## src/rtl/mcu_timer_multi.sv

```systemverilog
// Multi-channel interval timer: prescaler + down-counter per channel, one-shot/periodic.
// Optional MCU_TIMER_CASCADE_EN adds a cascade input chaining channel i to i-1 expiry.
module mcu_timer_multi #(
    parameter int NCH   = 2,
    parameter int CNT_W = 6,
    parameter int PRE_W = 6,
    parameter int CHW   = (NCH > 1) ? $clog2(NCH) : 1
) (
    input  logic                 clk,
    input  logic                 reset,
    input  logic                 clk_en,
    input  logic                 ld_valid,
    input  logic [CHW-1:0]       ld_ch,
    input  logic [CNT_W-1:0]     ld_val,
    input  logic                 ld_mode,
    input  logic [NCH-1:0]       irq_ack,
`ifdef MCU_TIMER_CASCADE_EN
    input  logic [NCH-1:0]       cascade,
`endif
    output logic [NCH-1:0]       tm,
    output logic [NCH-1:0]       irq,
    output logic [NCH*CNT_W-1:0] cnt
);

    logic [CNT_W-1:0] count  [NCH];
    logic [CNT_W-1:0] reload [NCH];
    logic [PRE_W-1:0] pre    [NCH];
    logic [NCH-1:0]   mode;
    logic [NCH-1:0]   ld_hit;
    logic [NCH-1:0]   tick;
    logic [NCH-1:0]   expire;

    // Channels are evaluated in order so a cascade chain settles in one pass.
    always_comb begin
        ld_hit = '0;
        tick   = '0;
        expire = '0;
        for (int i = 0; i < NCH; i++) begin
            ld_hit[i] = ld_valid && (ld_ch == CHW'(i));
`ifdef MCU_TIMER_CASCADE_EN
            if (i > 0 && cascade[i])
                tick[i] = !tm[i] && expire[i-1];
            else
                tick[i] = !tm[i] && clk_en;
`else
            tick[i] = !tm[i] && clk_en;
`endif
            expire[i] = tick[i] && !ld_hit[i] && (count[i] == '0);
        end
    end

    always_ff @(posedge clk) begin
        if (reset) begin
            tm   <= '1;
            irq  <= '0;
            mode <= '0;
            for (int i = 0; i < NCH; i++) begin
                count[i]  <= '0;
                reload[i] <= '0;
                pre[i]    <= '0;
            end
        end else begin
            for (int i = 0; i < NCH; i++) begin
                if (ld_hit[i]) begin
                    count[i]  <= ld_val;
                    reload[i] <= ld_val;
                    mode[i]   <= ld_mode;
                    pre[i]    <= '0;
                    tm[i]     <= 1'b0;
                end else if (expire[i]) begin
                    if (mode[i]) begin
                        count[i] <= reload[i];
                        pre[i]   <= '0;
                    end else begin
                        tm[i] <= 1'b1;
                    end
                end else if (tick[i]) begin
                    pre[i] <= pre[i] + 1'b1;
                    if (&pre[i])
                        count[i] <= count[i] - 1'b1;
                end

                // A coincident expiry beats the acknowledge.
                if (expire[i])
                    irq[i] <= 1'b1;
                else if (irq_ack[i])
                    irq[i] <= 1'b0;
            end
        end
    end

    for (genvar g = 0; g < NCH; g++) begin : g_cnt
        assign cnt[g*CNT_W +: CNT_W] = count[g];
    end

endmodule

```

## config.mk

```make
export PLATFORM = sky130hd
export DESIGN_NAME = mcu_timer_multi
export DESIGN_NICKNAME = d
export VERILOG_FILES = /design/src/rtl/mcu_timer_multi.sv
export SDC_FILE = /design/constraint.sdc
export NUM_CORES = 1
export LEC_CHECK = 0
export ABC_AREA = 1
export CAP_MARGIN = 15
export CORE_MARGIN = 3
export CORE_UTILIZATION = 40
export CTS_BUF_LIST = sky130_fd_sc_hd__clkbuf_2 sky130_fd_sc_hd__clkbuf_4 sky130_fd_sc_hd__clkbuf_8
export CTS_CLUSTER_SIZE = 14
export DETAILED_ROUTE_END_ITERATION = 16
export SYNTH_ARGS = -nofsm -noshare
export SYNTH_HDL_FRONTEND = slang
export SYNTH_SLANG_ARGS = --single-unit
```

## constraint.sdc

```tcl
create_clock -name clk -period 2.71 [get_ports clk]
set_clock_uncertainty 0.05 [all_clocks]
set_input_delay 0.813 -clock clk [delete_from_list [all_inputs] [get_ports clk]]
set_output_delay 0.813 -clock clk [all_outputs]
set_load 0.02 [all_outputs]
```

# ---- Yosys cells after proc, flatten, opt, wreduce, memory -nomap -nowiden
# Memories as Yosys holds them, arrays and structs flattened.
# Index checks and enable logic that the tools add are counted.
# Widths: inputs -> output; s select.
dict set report word_totals {
  register_bits 6
  ramBits 36
  input_bits 14
  output_inout_bits 16
  wordCells 116
  n_memories 3
}
# name words word_bits read_ports rd_ports_with_merged_regs write_ports line
set mem_list {}
lappend mem_list {count 2 6 2 0 2 25} ;# logic [CNT_W-1:0] count [NCH];
lappend mem_list {pre 2 6 2 0 2 27} ;# logic [PRE_W-1:0] pre [NCH];
lappend mem_list {reload 2 6 2 0 2 26} ;# logic [CNT_W-1:0] reload [NCH];
dict set report op_classes {
  addsub 4
  n_eq_ne 2
  mux 64
  bitwise_logic 15
  n_reduce_logical 22
}
# operator n
set op_table {}
lappend op_table {{$mux 6} 14}
lappend op_table {{$mux 1} 50}
lappend op_table {{$or 1x1->1} 14}
lappend op_table {{$add 6x1->6 const B} 2}
lappend op_table {{$logic_not 6->1} 2}
lappend op_table {{$reduce_and 6->1} 2}
lappend op_table {{$sub 6x1->6 const B} 2}
lappend op_table {{$logic_and 1x1->1} 8}
lappend op_table {{$reduce_bool 2->1} 4}
lappend op_table {{$logic_not 1->1} 4}
lappend op_table {{$ne 2x1->1 const B} 2}
lappend op_table {{$reduce_and 2->1} 2}
lappend op_table {{$not 1->1} 1}

# ---- Longest topological paths before layout
dict set report depth {
  depth_word 11
  depth_mapped 11
  depth_no_buf 11
}

# ---- Least setup slack after synthesis
# No wires, ideal clock.
dict set report synth_timing {
  path_type {input -> register}
  start {in ld_ch}
  end {mem count[1][0] (enable)}
  setup_ns 0.325
  t_arrival_ns 1.620
  required_ns 2.335
  path_slack_ns 0.716
  stages 5
  n_path_buf 0
  cell_sequence {nand2_1 nand2_1 inv_1 nand4_4 nand3_1}
}
# item line
set synth_rtl {}
lappend synth_rtl {{start, declared} 13} ;# input logic [CHW-1:0] ld_ch,
lappend synth_rtl {{end, declared} 25}

==> impl_metrics.toml <==
[status]
status = "complete, no violations"

[yosys]
synth_edf_count = 36
synth_area_leaders = "edfxtp_1 45%, nand2_1 11%, inv_1 5.1%"
synth_compound_area_frac = 0.0320
syn_nets = 288
yosysWarnings = 0
synth_simple_gate_area_share = 0.344
ys_ff_latch = 42
syn_area_sq_mm = 0.00242
synth_fa_ha_area_frac = 0.0310
synth_top_family_by_area = "simple AND/OR/NAND/NOR gates"
synthFlopType = "edfxtp_1"
synth-seq-area-share = 0.496
syn_area_per_cell_sq_um = 9.04
async_reset_ff_frac = 0
synth.mux.area_fraction = 0
synthCells = 268
yosysUniqueCellTypes = 29
synth_top_cell_area_share = 0.446
synth.most_common_cell = "nand2_1"
synth_common_cells = "70 x nand2_1, 36 x edfxtp_1, 33 x inv_1"
synth_top_cell_by_area = "edfxtp_1"
synthXorXnorAreaFrac = 0.0325

[sta]
fmax_mhz = 440
drv_slew = 0
tightestPinTransition_ns = 0.350
finalHoldViolCount = 0
setup_tns_ns = 0
slew_headroom = 0.766
setup_viol = 0
period_share = 0.838
fin_hold_ws_ns = 0.421
rsz0062_at_grt = "false"
post-route-min-period_ns = 2.27

[cells_and_area]
drive_above_1_share = 0.145
fin_cells = 383
synthToLayoutAreaGrowth_pct = 20.9
finalNetCount = 330
n_antenna_cell = 0

[worst_setup_path]
cp_num_buf_inv = 2
critical_path_arrival_ns = 2.19
crit_path_end = "count[1][5]"
path_max_fanout = 9
crit_start = "ld_valid"
r2r_end = "count[1][5]"
critical_path.max_stage_delay_ns = 0.50
start_kind = "input port"
end_kind = "register"
slowest_stage = "clkdlybuf4s50_1"
crit_chain = "clkdlybuf4s50_1 > nand2_1 > inv_2 > nor2_4 > nand4_4 > nand3_1"
worst-path-stages = 6
r2r_cells = 6
worstSetupPathType = "input port to register"
r2r_slack_ns = 0.86
r2r-start = "count[1][0]"
required_ns = 2.63
crit_family = "simple AND/OR/NAND/NOR gates"

[flow_run]
max-cap-violations = 0

[clocking]
cts_tree = "built"
cts-resized-gates = 0
ctsHoldBuffers = 0
cts_max_path_buffers = 2
clkTransAtPathRegs_ns = 0.07
cts.sinks = 42
clock_latency_ns = 0.29
cts_made_buffers = 5
cts_setup_buffers = 0
root_buffer = "clkbuf_8"
htree_levels = 2

[detailed_routing]
wl_met2_microns = 1960
num_vias = 1804
routed_wl_microns = 4560
vias_per_cell = 4.71
drt_iter0_drc = 59
route.top_layer_used = "met4"
met1Wirelength_microns = 2390
drtAntennaViolNets = 0
drtPass1Iterations = 4
wl_met3_microns = 126
wl_per_cell_microns = 11.9
drc_errors = 0

[floorplanning]
fp.dieH_microns = 83.8
design.die.area_sq_mm = 0.00703
dieWidth_microns = 83.8
ios = 30
rows = 27
floorplan.initialDensity = 0.427
core_sq_mm = 0.00568

[grt]
grt_pass1_wl_microns = 7820
antenna_found_initial = 0
grt_pass1_vias = 1687
overflow = 0
grtUsageTotal = 0.138
grt_start_max_net_pins = 13

[pwr]
p_leak_nw = 1.28
p_per_area_mw_per_mm2 = 484
ir_worst_vdd_mv = 0.285

[placed_design]
place_inst = 375
gp_congestion = 0.784
io_buffers = 29
dp_hpwl_microns = 3610

[worst_hold_path]
hold_class = "register to register"
[per-stage QoR]
stage,setup slack [ns],utilization,power (W),area (sq um)
2_1_floorplan,0.716,-,0.000944,2420
3_3_place_gp,0.140,0.501,0.00104,2850
3_5_place_dp,0.111,0.501,0.00104,2850
4_1_cts,0.421,0.516,0.00144,2930
5_1_grt,0.300,0.516,0.00149,2930
6_report,0.439,0.516,0.00142,2930
[report_power, final]
part,switching [W],total (W),internal [W]
Combinational,0.000134,0.000235,0.000100
Clock,0.000208,0.000396,0.000187
Sequential,0.0000336,0.000789,0.000756
Total,0.000376,0.00142,0.00104
[worst min-delay path, delay by kind of cell, from the launching register on]
family / cells / cell delay [ns]
AO/OA/AOI/OAI: 1 / 0.05
flip-flops: 1 / 0.31
AND/OR/NAND/NOR: 1 / 0.06
[registers in the layout, summed over array words and instances, names as in the netlist]
name,flops
count,12
irq,2
mode,2
pre,12
reload,12
tm,2
[placed cells by master (no fill, tap or decap), types with 3 or more instances in the layout]
cell	n
clkdlybuf4s50_1	29
buf_4	7
inv_1	33
clkbuf_8	5
inv_2	6
nand4_1	5
nand2_4	3
nand2_1	70
dfxtp_1	6
nand4_4	4
a21oi_1	8
nor2_1	31
xnor2_1	4
nor2_2	3
edfxtp_1	36
nor2_4	5
xor2_1	5
nand3_1	22
ha_1	6
or2_2	5
[logic make-up after synthesis]
family	Yosys count
buf+inv	40
fa+ha+maj	6
xor+xnor	9
simple gates	157
flops	42
compound gates	14
[layer usage]
layer / track usage / vias to the layer above
met5: 0 / -
met4: 0.0614 / 0
met3: 0.0237 / 5
met2: 0.202 / 29
met1: 0.198 / 805
li1: - / 965
[final cells by class]
cell class	count	area, sq um
fillers	578	2750
flip-flops and latches	42	1200
multi-input cells	186	1060
repair buffers	36	343
inverters	39	146
well taps	72	90.1
clock buffers	6	76.3
clock inverters	2	8.76
[worst min-delay path by stage]
stage,start,to,slack (ns),depth (start not counted)
after floorplan,reload[0][6],count[1][0],0.45,2
after global placement,irq[1],irq[1],0.40,2
after detailed placement,irq[1],irq[1],0.41,2
after CTS,irq[1],irq[1],0.42,2
after global routing,irq[1],irq[1],0.43,2
final,irq[1],irq[1],0.42,2
Power figures use the tool's default switching activity.
